File: src/rtl/dds_pkg.sv
// Shared types and default sizing for the DDS frequency-sweep scheduler.
package dds_pkg;

    localparam int          FCW_W_DEF     = 24;
    localparam int          DWELL_W_DEF   = 16;
    localparam logic [23:0] FCW_RESET_DEF = 24'd16384;

    typedef enum logic [0:0] {
        ST_IDLE  = 1'b0,
        ST_DWELL = 1'b1
    } state_e;

    // Sweep descriptor at the default widths, as presented on the cfg_* port group.
    typedef struct packed {
        logic [FCW_W_DEF-1:0]   start_fcw;
        logic [FCW_W_DEF-1:0]   stop_fcw;
        logic [FCW_W_DEF-1:0]   step;
        logic [DWELL_W_DEF-1:0] dwell;
        logic                   loop;
    } sweep_desc_t;

endpackage

File: src/rtl/dds_fcw_stepper.sv
// Combinational next-FCW calculation for one sweep step.
// The result saturates at stop in both directions and never wraps.
module dds_fcw_stepper
    import dds_pkg::*;
#(
    parameter int FCW_W = FCW_W_DEF
) (
    input  logic [FCW_W-1:0] fcw,
    input  logic [FCW_W-1:0] step,
    input  logic [FCW_W-1:0] stop,
    input  logic             dir_up,
    output logic [FCW_W-1:0] next,
    output logic             at_stop
);

    logic [FCW_W:0] sum_s;
    logic [FCW_W:0] diff_s;

    // The extra MSB is the carry (up) or borrow (down) that forces a clamp to stop.
    always_comb begin
        sum_s   = {1'b0, fcw} + {1'b0, step};
        diff_s  = {1'b0, fcw} - {1'b0, step};
        at_stop = (fcw == stop);
        if (dir_up) begin
            if (sum_s[FCW_W] || (sum_s[FCW_W-1:0] >= stop)) begin
                next = stop;
            end else begin
                next = sum_s[FCW_W-1:0];
            end
        end else begin
            if (diff_s[FCW_W] || (diff_s[FCW_W-1:0] <= stop)) begin
                next = stop;
            end else begin
                next = diff_s[FCW_W-1:0];
            end
        end
    end

endmodule

File: src/rtl/dds_sweep_ctrl.sv
// Frequency-sweep scheduler: accepts a sweep descriptor and steps the DDS FCW
// from start to stop, holding each value dwell+1 cycles, single-shot or looping.
module dds_sweep_ctrl
    import dds_pkg::*;
#(
    parameter int               FCW_W     = FCW_W_DEF,
    parameter int               DWELL_W   = DWELL_W_DEF,
    parameter logic [FCW_W-1:0] FCW_RESET = FCW_W'(FCW_RESET_DEF)
) (
    input  logic               clk,
    input  logic               resetn,
    input  logic               cfg_valid,
    output logic               cfg_ready,
    input  logic [FCW_W-1:0]   cfg_start_fcw,
    input  logic [FCW_W-1:0]   cfg_stop_fcw,
    input  logic [FCW_W-1:0]   cfg_step,
    input  logic [DWELL_W-1:0] cfg_dwell,
    input  logic               cfg_loop,
    input  logic               abort,
    output logic [FCW_W-1:0]   fcw,
    output logic               phase_clr,
    output logic               busy,
    output logic               done
);

    typedef struct packed {
        logic [FCW_W-1:0]   start_fcw;
        logic [FCW_W-1:0]   stop_fcw;
        logic [FCW_W-1:0]   step;
        logic [DWELL_W-1:0] dwell;
        logic               loop;
        logic               dir_up;
    } desc_t;

    state_e             state_q, state_d;
    logic [DWELL_W-1:0] cnt_q, cnt_d;
    logic [FCW_W-1:0]   fcw_q, fcw_d;
    logic               phase_clr_q, phase_clr_d;
    logic               busy_q, busy_d;
    logic               done_q, done_d;
    desc_t              desc_q, desc_d;

    logic [FCW_W-1:0]   next_s;
    logic               at_stop_s;
    logic               end_s;
    logic               accept_s;

    dds_fcw_stepper #(
        .FCW_W (FCW_W)
    ) u_stepper (
        .fcw     (fcw_q),
        .step    (desc_q.step),
        .stop    (desc_q.stop_fcw),
        .dir_up  (desc_q.dir_up),
        .next    (next_s),
        .at_stop (at_stop_s)
    );

    assign cfg_ready = (state_q == ST_IDLE) && !abort;
    assign accept_s  = cfg_valid && cfg_ready;
    // A zero step can never reach stop, so it ends the pass after the first value.
    assign end_s     = at_stop_s || (desc_q.step == {FCW_W{1'b0}});

    // Next-state, counter and output-register computation; abort overrides everything.
    always_comb begin
        state_d     = state_q;
        cnt_d       = cnt_q;
        fcw_d       = fcw_q;
        phase_clr_d = 1'b0;
        busy_d      = busy_q;
        done_d      = 1'b0;
        desc_d      = desc_q;
        if (abort) begin
            state_d = ST_IDLE;
            busy_d  = 1'b0;
        end else begin
            case (state_q)
                ST_IDLE: begin
                    if (accept_s) begin
                        desc_d.start_fcw = cfg_start_fcw;
                        desc_d.stop_fcw  = cfg_stop_fcw;
                        desc_d.step      = cfg_step;
                        desc_d.dwell     = cfg_dwell;
                        desc_d.loop      = cfg_loop;
                        desc_d.dir_up    = (cfg_stop_fcw >= cfg_start_fcw);
                        fcw_d            = cfg_start_fcw;
                        phase_clr_d      = 1'b1;
                        cnt_d            = cfg_dwell;
                        busy_d           = 1'b1;
                        state_d          = ST_DWELL;
                    end else begin
                        state_d = ST_IDLE;
                    end
                end
                ST_DWELL: begin
                    if (cnt_q != {DWELL_W{1'b0}}) begin
                        cnt_d = cnt_q - DWELL_W'(1);
                    end else if (end_s) begin
                        if (desc_q.loop) begin
                            fcw_d       = desc_q.start_fcw;
                            phase_clr_d = 1'b1;
                            cnt_d       = desc_q.dwell;
                        end else begin
                            state_d = ST_IDLE;
                            busy_d  = 1'b0;
                            done_d  = 1'b1;
                        end
                    end else begin
                        fcw_d = next_s;
                        cnt_d = desc_q.dwell;
                    end
                end
                default: begin
                    state_d = ST_IDLE;
                    busy_d  = 1'b0;
                end
            endcase
        end
    end

    // State and output registers with synchronous active-low reset.
    always_ff @(posedge clk) begin
        if (!resetn) begin
            state_q     <= ST_IDLE;
            cnt_q       <= {DWELL_W{1'b0}};
            fcw_q       <= FCW_RESET;
            phase_clr_q <= 1'b0;
            busy_q      <= 1'b0;
            done_q      <= 1'b0;
            desc_q      <= '0;
        end else begin
            state_q     <= state_d;
            cnt_q       <= cnt_d;
            fcw_q       <= fcw_d;
            phase_clr_q <= phase_clr_d;
            busy_q      <= busy_d;
            done_q      <= done_d;
            desc_q      <= desc_d;
        end
    end

    assign fcw       = fcw_q;
    assign phase_clr = phase_clr_q;
    assign busy      = busy_q;
    assign done      = done_q;

endmodule
File: config.mk
export PLATFORM = sky130hd
export DESIGN_NAME = dds_sweep_ctrl
export DESIGN_NICKNAME = d
export VERILOG_FILES = /design/src/rtl/dds_pkg.sv /design/src/rtl/dds_fcw_stepper.sv /design/src/rtl/dds_sweep_ctrl.sv
export SDC_FILE = /design/constraint.sdc
export NUM_CORES = 1
export LEC_CHECK = 0
export ABC_AREA = 1
export BUFFER_PORTS_ARGS = -buffer_cell sky130_fd_sc_hd__buf_2
export CORE_UTILIZATION = 41
export CTS_BUF_LIST = sky130_fd_sc_hd__clkbuf_4
export DETAILED_ROUTE_END_ITERATION = 8
export PLACE_DENSITY = 0.64
export SETUP_SLACK_MARGIN = 0.2
export SLEW_MARGIN = 25
export SYNTH_ARGS = -nofsm -noshare
export SYNTH_HDL_FRONTEND = slang
export SYNTH_SLANG_ARGS = --single-unit
File: constraint.sdc
create_clock -name clk -period 3 [get_ports clk]
set_input_delay 0.45 -clock clk [delete_from_list [all_inputs] [get_ports clk]]
set_output_delay 0.45 -clock clk [all_outputs]
set_load 0.05 [all_outputs]
# After elaboration in Yosys (flattened, before gate mapping)
# Cells that the tools add are included.
# classes
add_sub_neg	3
magnitude_cmp	3
eq_ne	7
mux	27
bitwise	4
n_reduce_logical	14
# op_table
cell	count
24-bit two-way mux	7
16-bit two-way mux	4
24-bit greater-or-equal comparator	2
24-bit one-hot mux with 2 select lines	1
16-bit one-hot mux with 2 select lines	1
24-bit by 24-bit adder with 25-bit output	1
24-bit by 24-bit subtractor with 25-bit output	1
24-bit equality test	1
24-bit <= comparator	1
24-bit zero test	1
16-bit nonzero test	1
16-bit by 1-bit subtractor with 16-bit output (second input constant)	1
1-bit two-way mux	11
4-bit AND reduction	2
2-bit != test (second input constant)	3
1-bit one-hot mux with 2 select lines	3
3-bit AND reduction	2
5-bit OR reduction	1
4-bit by 3-bit != test with 1-bit output (second input constant)	1
1-bit inverter	4
1-bit logical OR	3
3-bit != test (second input constant)	1
1-bit logical AND	2
2-bit by 1-bit != test with 1-bit output (second input constant)	1
other kinds (2)	2
# totals
register_bits	134
output_inout_bits	28

# Logic depth before layout (Yosys ltp)
# Gate-level depths: netlist (run 1).
# depth
ltp_word	8
mapped_depth	32
depth_no_buf	32

# Hierarchy
# A second synthesis (run 1) with hierarchy kept.
# unflattened
hier_cells	2233
hier_area_um2	12923.6
# by_module_without_submodules
mod	instances	cells_per_inst	area_each_um2	seq_area_each_um2
dds_sweep_ctrl	1	1039	6840.3	2682.6
dds_fcw_stepper	1	1194	6083.3	0.0

# Worst setup path after synthesis (run 1)
# OpenSTA, ideal clock, no wires.
# synth_timing
kind	register -> register
start	reg fcw_q[14] (netlist: fcw[14])
end	reg fcw_q[12] (netlist: fcw[12])
setup_time_ns	0.122
arrival_time_ns	3.484
required_time_ns	2.878
slack_ns	-0.606
path_stages_with_launch	29
period_less_slack_ns	3.606
cell_sequence	dfxtp_1 > ha_1 > buf_2 > nor2_1 > inv_1 > nor2_1 > nand2_1 > nor2_1 > nand2_1 > nand3_1 > nand2_1 > nand2_1 > inv_1 > ha_1 > nand2_1 > nand2_1 > nor2_1 > nand2_1 > nor2_1 > nand3_1 > nor2_4 > nand2_4 > nor2_8 > buf_12 > nand2_2 > nand3_2 > nand3_1 > nand2_1 > a21oi_2
# synth_via
elab_chain_cells	8
word_cells_on_any_way	16
# synth_rtl
item	line_no	source
start, declared	dds_sweep_ctrl.sv:37	logic [FCW_W-1:0] fcw_q, fcw_d;
start signal, assigned	dds_sweep_ctrl.sv:134	fcw_q <= fcw_d;
24-bit by 24-bit subtractor with 25-bit output / 24-bit by 24-bit adder with 25-bit output (equally long branches)	dds_fcw_stepper.sv:22, dds_fcw_stepper.sv:21	
24-bit <= comparator / 24-bit greater-or-equal comparator (equally long branches)	dds_fcw_stepper.sv:31, dds_fcw_stepper.sv:25	
1-bit logical OR, on equally long branches	dds_fcw_stepper.sv:31, dds_fcw_stepper.sv:25	
24-bit two-way mux, on equally long branches	dds_fcw_stepper.sv:31, dds_fcw_stepper.sv:25	
24-bit two-way mux	dds_fcw_stepper.sv:24	if (dir_up) begin
24-bit two-way mux	dds_sweep_ctrl.sv:98	end else if (end_s) begin
24-bit two-way mux	dds_sweep_ctrl.sv:96	if (cnt_q != {DWELL_W{1'b0}}) begin
24-bit one-hot mux with 2 select lines	dds_sweep_ctrl.sv:77	case (state_q)
# Parallel ways exist; a longest one is shown, timed or not. The select of a mux whose other input is x is not followed.
# A chain may end at the register's enable or synchronous reset.

# Worst setup path in the final report (run 1)
# layout_timing
start	reg fcw_q[13] (netlist: fcw[13])
end	reg fcw_q[20] (netlist: fcw[20])
# The elaborated chain is that of the path after synthesis.

==> results of run 1 <==
through the flow:
step	TNS, ns	utilization (%)	hold slack, ns
2_1_floorplan	-4.86	-	0.430
3_3_place_gp	-17.66	52.4	0.438
5_1_grt	-19.38	59.2	0.0658
4_1_cts	-12.21	56.4	0.0207
6_report	-14.63	59.2	0.0628
3_5_place_dp	-17.79	52.4	0.444
final cells by class:
| class | instances | area, um^2 | share of cell area, % |
|---|---|---|---|
| Sequential cell | 134 | 2790 | 15.8 |
| Timing Repair Buffer | 448 | 3340 | 18.9 |
| Inverter | 326 | 1240 | 7.05 |
| Clock buffer | 17 | 128 | 0.724 |
| Clock inverter | 15 | 183 | 1.04 |
| Tap cell | 390 | 488 | 2.77 |
| Multi-Input combinational cell | 1436 | 9460 | 53.6 |
| Antenna cell | 1 | 2.50 | 0.0142 |
placed cells by master, fill, tap and decap left out, drive strengths merged, types with 3 or more instances in the layout:
master	synthesis	final
nand2	470	470
buf	32	447
inv	325	334
a21oi	242	242
o21ai	167	167
nor2	156	156
dfxtp	134	134
nand3	134	134
ha	122	122
nand4	33	33
xor2	27	27
nor3	20	20
clkbuf	48	18
xnor2	17	17
or2	8	8
a21o	5	5
a31oi	5	5
o21bai	5	5
clkinv	1	5
o221ai	3	3
a22oi	3	3
o211ai	3	3
nor4	3	3
worst max path at each step:
stage	end	slack (ns)	cells past startpoint
floorplan	fcw[11]	-0.23	31
global placement	fcw[6]	-0.79	26
detailed placement	fcw[11]	-0.79	26
CTS	fcw[6]	-0.53	28
global route	fcw[12]	-0.85	27
finish	fcw[20]	-0.67	29
flip-flops by register name, summed over array words and instances, names as in the netlist:
signal / cells
fcw: 24
done: 1
desc_q: 90
phase_clr: 1
cnt_q: 16
busy: 1
state_q: 1
tightest hold or removal path, cell delays in order:
cell and delay (ns):
buf_2 0.10, nand2_1 0.06, a21oi_1 0.05
timing repair:
item | CTS | global route
pin swaps | 52 | 158
buffers inserted | 23 | 17
resized for setup | 187 | 173
hold endpoints to repair | 0 | 0
gates cloned | 3 | 1
endpoints found under the setup margin | 24 | 35
logic make-up after synthesis:
family	Yosys count	share of synthesized area (%)
flops	134	21.5
fa+ha+maj	124	12.6
compound gates	441	19.1
simple gates	827	29.8
xor+xnor	44	3.09
buf+inv	408	13.9
power by group through the flow:
| stage | sequential (mW) | clock [mW] | combinational (mW) |
|---|---|---|---|
| floorplan | 2.11 | 0 | 2.65 |
| global placement | 2.04 | 0 | 4.31 |
| detailed placement | 2.04 | 0 | 4.37 |
| CTS | 2.01 | 1.43 | 4.86 |
| global route | 2.03 | 1.50 | 6.02 |
| finish | 2.02 | 1.41 | 5.56 |
per-layer routing:
| layer | part of all wire [%] | wire [um] | GRT usage [%] | vias up |
|---|---|---|---|---|
| li1 | - | - | - | 7157 |
| met1 | 45 | 21300 | 41.0 | 6762 |
| met2 | 45 | 21400 | 47.9 | 508 |
| met3 | 6.8 | 3240 | 4.24 | 101 |
| met4 | 3.4 | 1600 | 12.2 | 4 |
| met5 | 0.046 | 22 | 0 | - |
==> run summary, run 1 <==
OpenSTA, run right after detailed placement, puts the worst setup slack at -0.793 ns. The root buffer cell chosen for the clock tree is clkbuf_4. The count of final hold-check violations came out at 0. The cell row count came out at 63.

The post-layout instance count excluding filler cells is 2767. The global-route wire length before repair came out at 72.8 mm. The fraction of registers with async set or reset after synthesis came out at 0%. The wire length per cell after detailed routing is 17.2 um.

The total die area is 0.0311 mm^2. The worst IR drop on VDD is 504 uV. The total buffers and inverters traversed by the critical path is 5. Input and output buffers added on the ports amount to 120. The share of total power dissipated in the clock network is 15.7%. Among all cell types in the netlist, the one instantiated most often is nand2_1.

The critical path is of the flop to flop type. In this run, CTS created clock tree buffers numbering 17. The post-synthesis net count came out at 2195.

The number of cells produced by synthesis is 1978. Across all setup checks in the final design, the least slack found is -0.665 ns. The H-tree depth came out at 4. The area inside the core boundary came out at 0.0298 mm^2. The min-delay analysis places its worst path in the category input pin to flop. The final weighted congestion of routability-driven global placement is 0.965. The path with the worst hold slack has its endpoint at desc_q[1]. Summed over all nets, the switching power comes to 4.11 mW. The number of top-level pins came out at 121. The max-slew violation count came to 0.

The worst setup path is captured at a flop. For the worst setup path, the data required time is 3.54 ns. In this run the critical register-to-register path is captured at fcw[20]. Wires add up to 47.6 mm. The number of violations reported at the end of detailed-routing iteration 0 came out at 884. The setup skew after layout came out at 0.0423 ns. The worst setup path is launched from a flop.

Setup violations remaining at the end of the flow were counted as 24. On the worst path, the slowest cell contributes a delay of 0.41 ns. The via count of the first global-routing pass was 13.9k. The run finished, with violations left.

Along the worst hold path, the cell count comes to 3. The worst hold path begins at cfg_loop. Data arrives at the worst endpoint at 4.20 ns. The launching point of the worst reg2reg path is fcw[13]. The horizontal extent of the die came out at 176 um. The net count of the finished layout is 2580. The register-to-register setup slack is -0.67 ns. The clock sink count is 134. In this run the biggest area consumer among cell types represents 21.5% of the synthesized area. The number of enable-type register cells in the synthesized netlist came out at 0. The synthesized area per cell is 6.31 um^2. After clock tree synthesis, the clock-pin slew on the worst setup and hold paths is 0.16 ns. The clock period minus final worst setup slack is 3.67 ns.

Counting tap cells, the placed design contains a total of 2690 instances. The routed layout has 14.5k vias. The final period utilization came out at 122%. The area of the mapped netlist came out at 0.0125 mm^2.

The via density per instance is 5.25. The clock insertion delay at the later pin of the skew report is 0.64 ns. The proportion of power drawn by combinational gates came out at 61.9%. The critical path starts at fcw[13].

The power consumption came out at 8.99 mW. The final-layout fill cell count came out at 2867. The flop and latch count out of synthesis is 134. The count of warnings emitted by yosys is 0.

For this run, design rule violations remaining after detail routing come to 0. TritonCTS built the clock tree. The estimated wirelength of the detail-placed design is 35.7 mm.

The initial antenna violation count is 3. The worst reg-to-reg path cell count is 29. The headroom to the max-slew limit is 34.5%. The areal power density over the cells is 510 mW/mm^2. For this design the static power due to leakage is 8.89 nW. Based on the critical path, the design can be clocked at up to 273 MHz. The slew at the pin with the worst max-slew slack came out at 0.982 ns. The sequential fraction of the synthesis area is 21.5%. The maximum buffer depth of the clock tree came out at 2. Synthesis instantiated 56 different standard cells from the library.

The maximum number of pins on one net before global-route repair came out at 91. Of the total power, registers draw 22.5%. The switching portion of total power came out at 45.7%. In this run the cell area measured after placement is 0.0156 mm^2.

In this run the worst path has a maximum fanout of 7. The die is 176 um tall. The area of all placed cells without fillers came out at 0.0176 mm^2. The number of maximum-capacitance violations is 0.

For this configuration, the core starts out at a cell density of 41.9%. The worst-path cell with the longest stage delay is dfxtp_4. Relative to the synthesized area, the layout overhead comes to 41.4%. The critical path's top delay family is simple AND/OR/NAND/NOR gates. The library cell with the largest summed area after synthesis is dfxtp_1.

In this run, post-CTS hold repair placed 0 buffers. The first-pass detailed-route iteration total came out at 7. The total overflow left after global routing is 0. Setup repair after global routing could not meet its margin everywhere.

The all-layer global routing usage is 30.2%. The share of post-route cells with drive strength above 1 is 39.9%. The cell-internal power came out at 4.88 mW. The commonest cells after synthesis are nand2_1, inv_1, a21oi_1. The final antenna-violating net count is 0. The final reports fail on negative setup slack. Yosys attributes the largest share of cell area to dfxtp_1, nand2_1, ha_1.

In the synthesized netlist the dominant register cell turns out to be dfxtp_1.
No activity file was read; power rests on OpenSTA's default activity.
==> inputs of run 2 (changes only) <==
--- a/config.mk
+++ b/config.mk
@@ -6,11 +6,11 @@
 export NUM_CORES = 1
 export LEC_CHECK = 0
 export ABC_AREA = 1
-export BUFFER_PORTS_ARGS = -buffer_cell sky130_fd_sc_hd__buf_2
 export CORE_UTILIZATION = 41
 export CTS_BUF_LIST = sky130_fd_sc_hd__clkbuf_4
 export DETAILED_ROUTE_END_ITERATION = 8
-export PLACE_DENSITY = 0.64
+export DONT_BUFFER_PORTS = 1
+export PLACE_DENSITY = 0.67
 export SETUP_SLACK_MARGIN = 0.2
 export SLEW_MARGIN = 25
 export SYNTH_ARGS = -nofsm -noshare
==> run 2 against run 1 <==
Effect of this change:
- the run still ends with negative setup slack left
- maximum frequency about the same
- clock skew increased by 0.010 ns
- hold slack got worse by 0.033 ns
- via count decreased by 0.28%
- design area decreased by 1.9%
- flip-flop and latch count unchanged
- power decreased by 7.3%
- sequential power about the same
- clock power decreased by 16%
- utilization decreased by 1.1 points
- clock-buffer cell count increased by 1
- die area unchanged
- critical path type unchanged
==> run summary, run 2 (synthesis gave the netlist of run 1 again) <==
After detailed routing, the number of remaining DRC violations is 0. The number of maximum-capacitance violations came out at 0. The max-slew violation count is 0.

The total detailed-routing wirelength came out at 47.9 mm. The worst setup path is launched from a flop. The setup skew after layout came out at 0.0527 ns. In this run the vertical extent of the chip is 176 um. For this design the ratio of total power to cell area is 482 mW/mm^2. The cell row count is 63. The final period utilization came out at 122%. Leaving out fill and tap cells, the most frequent cells in the layout are nand2_1, buf_4, inv_1. The required time of the worst setup path came out at 3.56 ns. The wire length per cell after detailed routing came out at 17.6 um.

After floorplanning, the core was sized to cover 0.0298 mm^2. The count of buffers inserted at the top-level ports came out at 0. The number of violations reported at the end of detailed-routing iteration 0 is 1138.

The run finished, with violations left. The worst pin sits at a relative slew slack of 47.6%. The setup-violating endpoint count in the final report is 24. Setup repair after global routing could not meet its margin everywhere. The clock transition at the registers of the reported paths came out at 0.18 ns. The tree is rooted in a clkbuf_4. The critical path data arrival time came out at 4.22 ns. The initial antenna violation count came out at 2. The count of final hold-check violations came to 0.

The H-tree depth came out at 4. The summed negative setup slack over all endpoints is -13.58 ns. The relative area change from synthesis to final layout came out at 38.7%. The number of flip-flops under the largest register name is 90.

The design draws 8.34 mW. The via count of the first global-routing pass came out at 14.0k. The count of nets left with antenna violations once routing finished came out at 0. In the global route stage, overall resource usage came out at 30.7%. STA classifies the critical path endpoint as a flop.

Buffers inserted during clock tree synthesis total 17. The slew at the pin with the worst max-slew slack came out at 0.785 ns. Leaving out fill and tap cells, the most frequent cell in the layout is nand2_1. The share of post-route cells with drive strength above 1 came out at 31.1%. The overflow left after global routing is 0.

In the routed layout, each cell is associated on average with a via count of 5.32. The global-route wire length before repair is 73.9 mm. The peak fanout along the critical path is 5.

The maximum operating frequency came out at 273 MHz. The total number of vias is 14.5k. The maximum number of pins on one net before global-route repair came out at 151. For this run, the post-layout net count is 2539.

The longest clock path from root to sink contains 2 buffers. The clock insertion delay at the later pin of the skew report is 0.67 ns. The clock tree from TritonCTS is done.

The checks that failed: negative setup slack. The minimum setup slack in the final design came out at -0.663 ns. The routed design could run at a clock period as short as 3.66 ns.

The estimated wirelength of the detail-placed design came out at 35.0 mm. The path type of the worst min-delay path is input pin to flop. The horizontal extent of the die came out at 176 um. The minimum hold slack came out at 0.0296 ns. The static leakage came out at 8.57 nW.

The post-layout instance count excluding filler cells came out at 2726. The top register by number of flip-flops is desc_q. The number of top-level pins is 121.

The die covers 0.0311 mm^2. The number of cells after detailed placement is 2578. The first-pass detailed-route iteration total came out at 8. The clock sink count came out at 134. The critical path is of the flop to flop type. The starting density of the core came out at 41.9%. The worst IR drop on VDD came out at 437 uV. The congestion estimate from routability-driven global placement came to 0.922. The final design utilization is 58.1%.
[run 2: changes by cell type in the layout (fill, tap and decap cells not counted), sizes merged]
cell         before  now
buf             447  318
dlygate4sd3       0   88
clkinvlp          0    4
inv             334  330
bufinv            2    0
clkinv            5    6
nand3           134  135
[run 2: report_power, final]
group	total [mW]	internal, mW	leakage (nW)	switching (mW)
sequential	2.02	1.91	1.12	0.113
combinational	5.14	2.22	7.33	2.92
clock	1.18	0.343	0.123	0.838
[run 2: per-stage QoR]
stage	instance area (um^2)	setup slack (ns)
after floorplan	12800	-0.233
after global placement	15000	-0.765
after detailed placement	15000	-0.800
after CTS	16600	-0.618
after global routing	17300	-0.848
final	17300	-0.663
[run 2: critical path, cell delays in order (launching register included)]
cell and delay [ns]:
dfxtp_4 0.41, ha_4 0.27, nand2_1 0.07, nand2_1 0.09, a21oi_2 0.21, nor2_2 0.09, nor2_1 0.09, nand2_1 0.09
xor2_1 0.16, buf_4 0.15, inv_1 0.06, ha_4 0.27, nand2_2 0.07, nor2_4 0.13, nand4_1 0.18, nor2_2 0.16
nand2_2 0.08, nand3_4 0.09, nand3_4 0.15, buf_6 0.19, nand2_2 0.05, nand3_1 0.07, nand3_1 0.12, nand2_1 0.06
a21oi_2 0.22
[run 2: path summary, 6_finish.rpt]
kind                startpoint  slack [ns]         end  cells past startpoint
setup / recovery        fcw[8]       -0.66     fcw[17]                     24
hold / removal    cfg_step[10]        0.03  desc_q[28]                      2
setup reg to reg        fcw[8]       -0.66     fcw[17]                     24
hold reg to reg     desc_q[69]        0.46  desc_q[69]                      2
[run 2: repair_timing]
item,in CTS,in global routing
hold buffers,89,0
setup endpoints to repair,40,40
setup buffers,11,11
cloned,3,1
gates resized for setup,78,172
pin swaps,28,73
endpoints found under the hold margin,129,0
[run 2: cell type report]
| cell class | count | area, um^2 |
|---|---|---|
| inverters | 326 | 1240 |
| flip-flops and latches | 134 | 2790 |
| repair buffers | 406 | 3420 |
| multi-input cells | 1437 | 9120 |
| fillers | 2803 | 12500 |
| well taps | 390 | 488 |
| clock inverters | 14 | 104 |
| diodes | 1 | 2.50 |
| clock buffers | 18 | 135 |
[run 2: metal layers]
layer,track usage (%),part of all wire [%]
met1,40.5,44
met2,50.2,46
met3,5.15,7.4
met4,10.8,2.9
met5,0,0.031
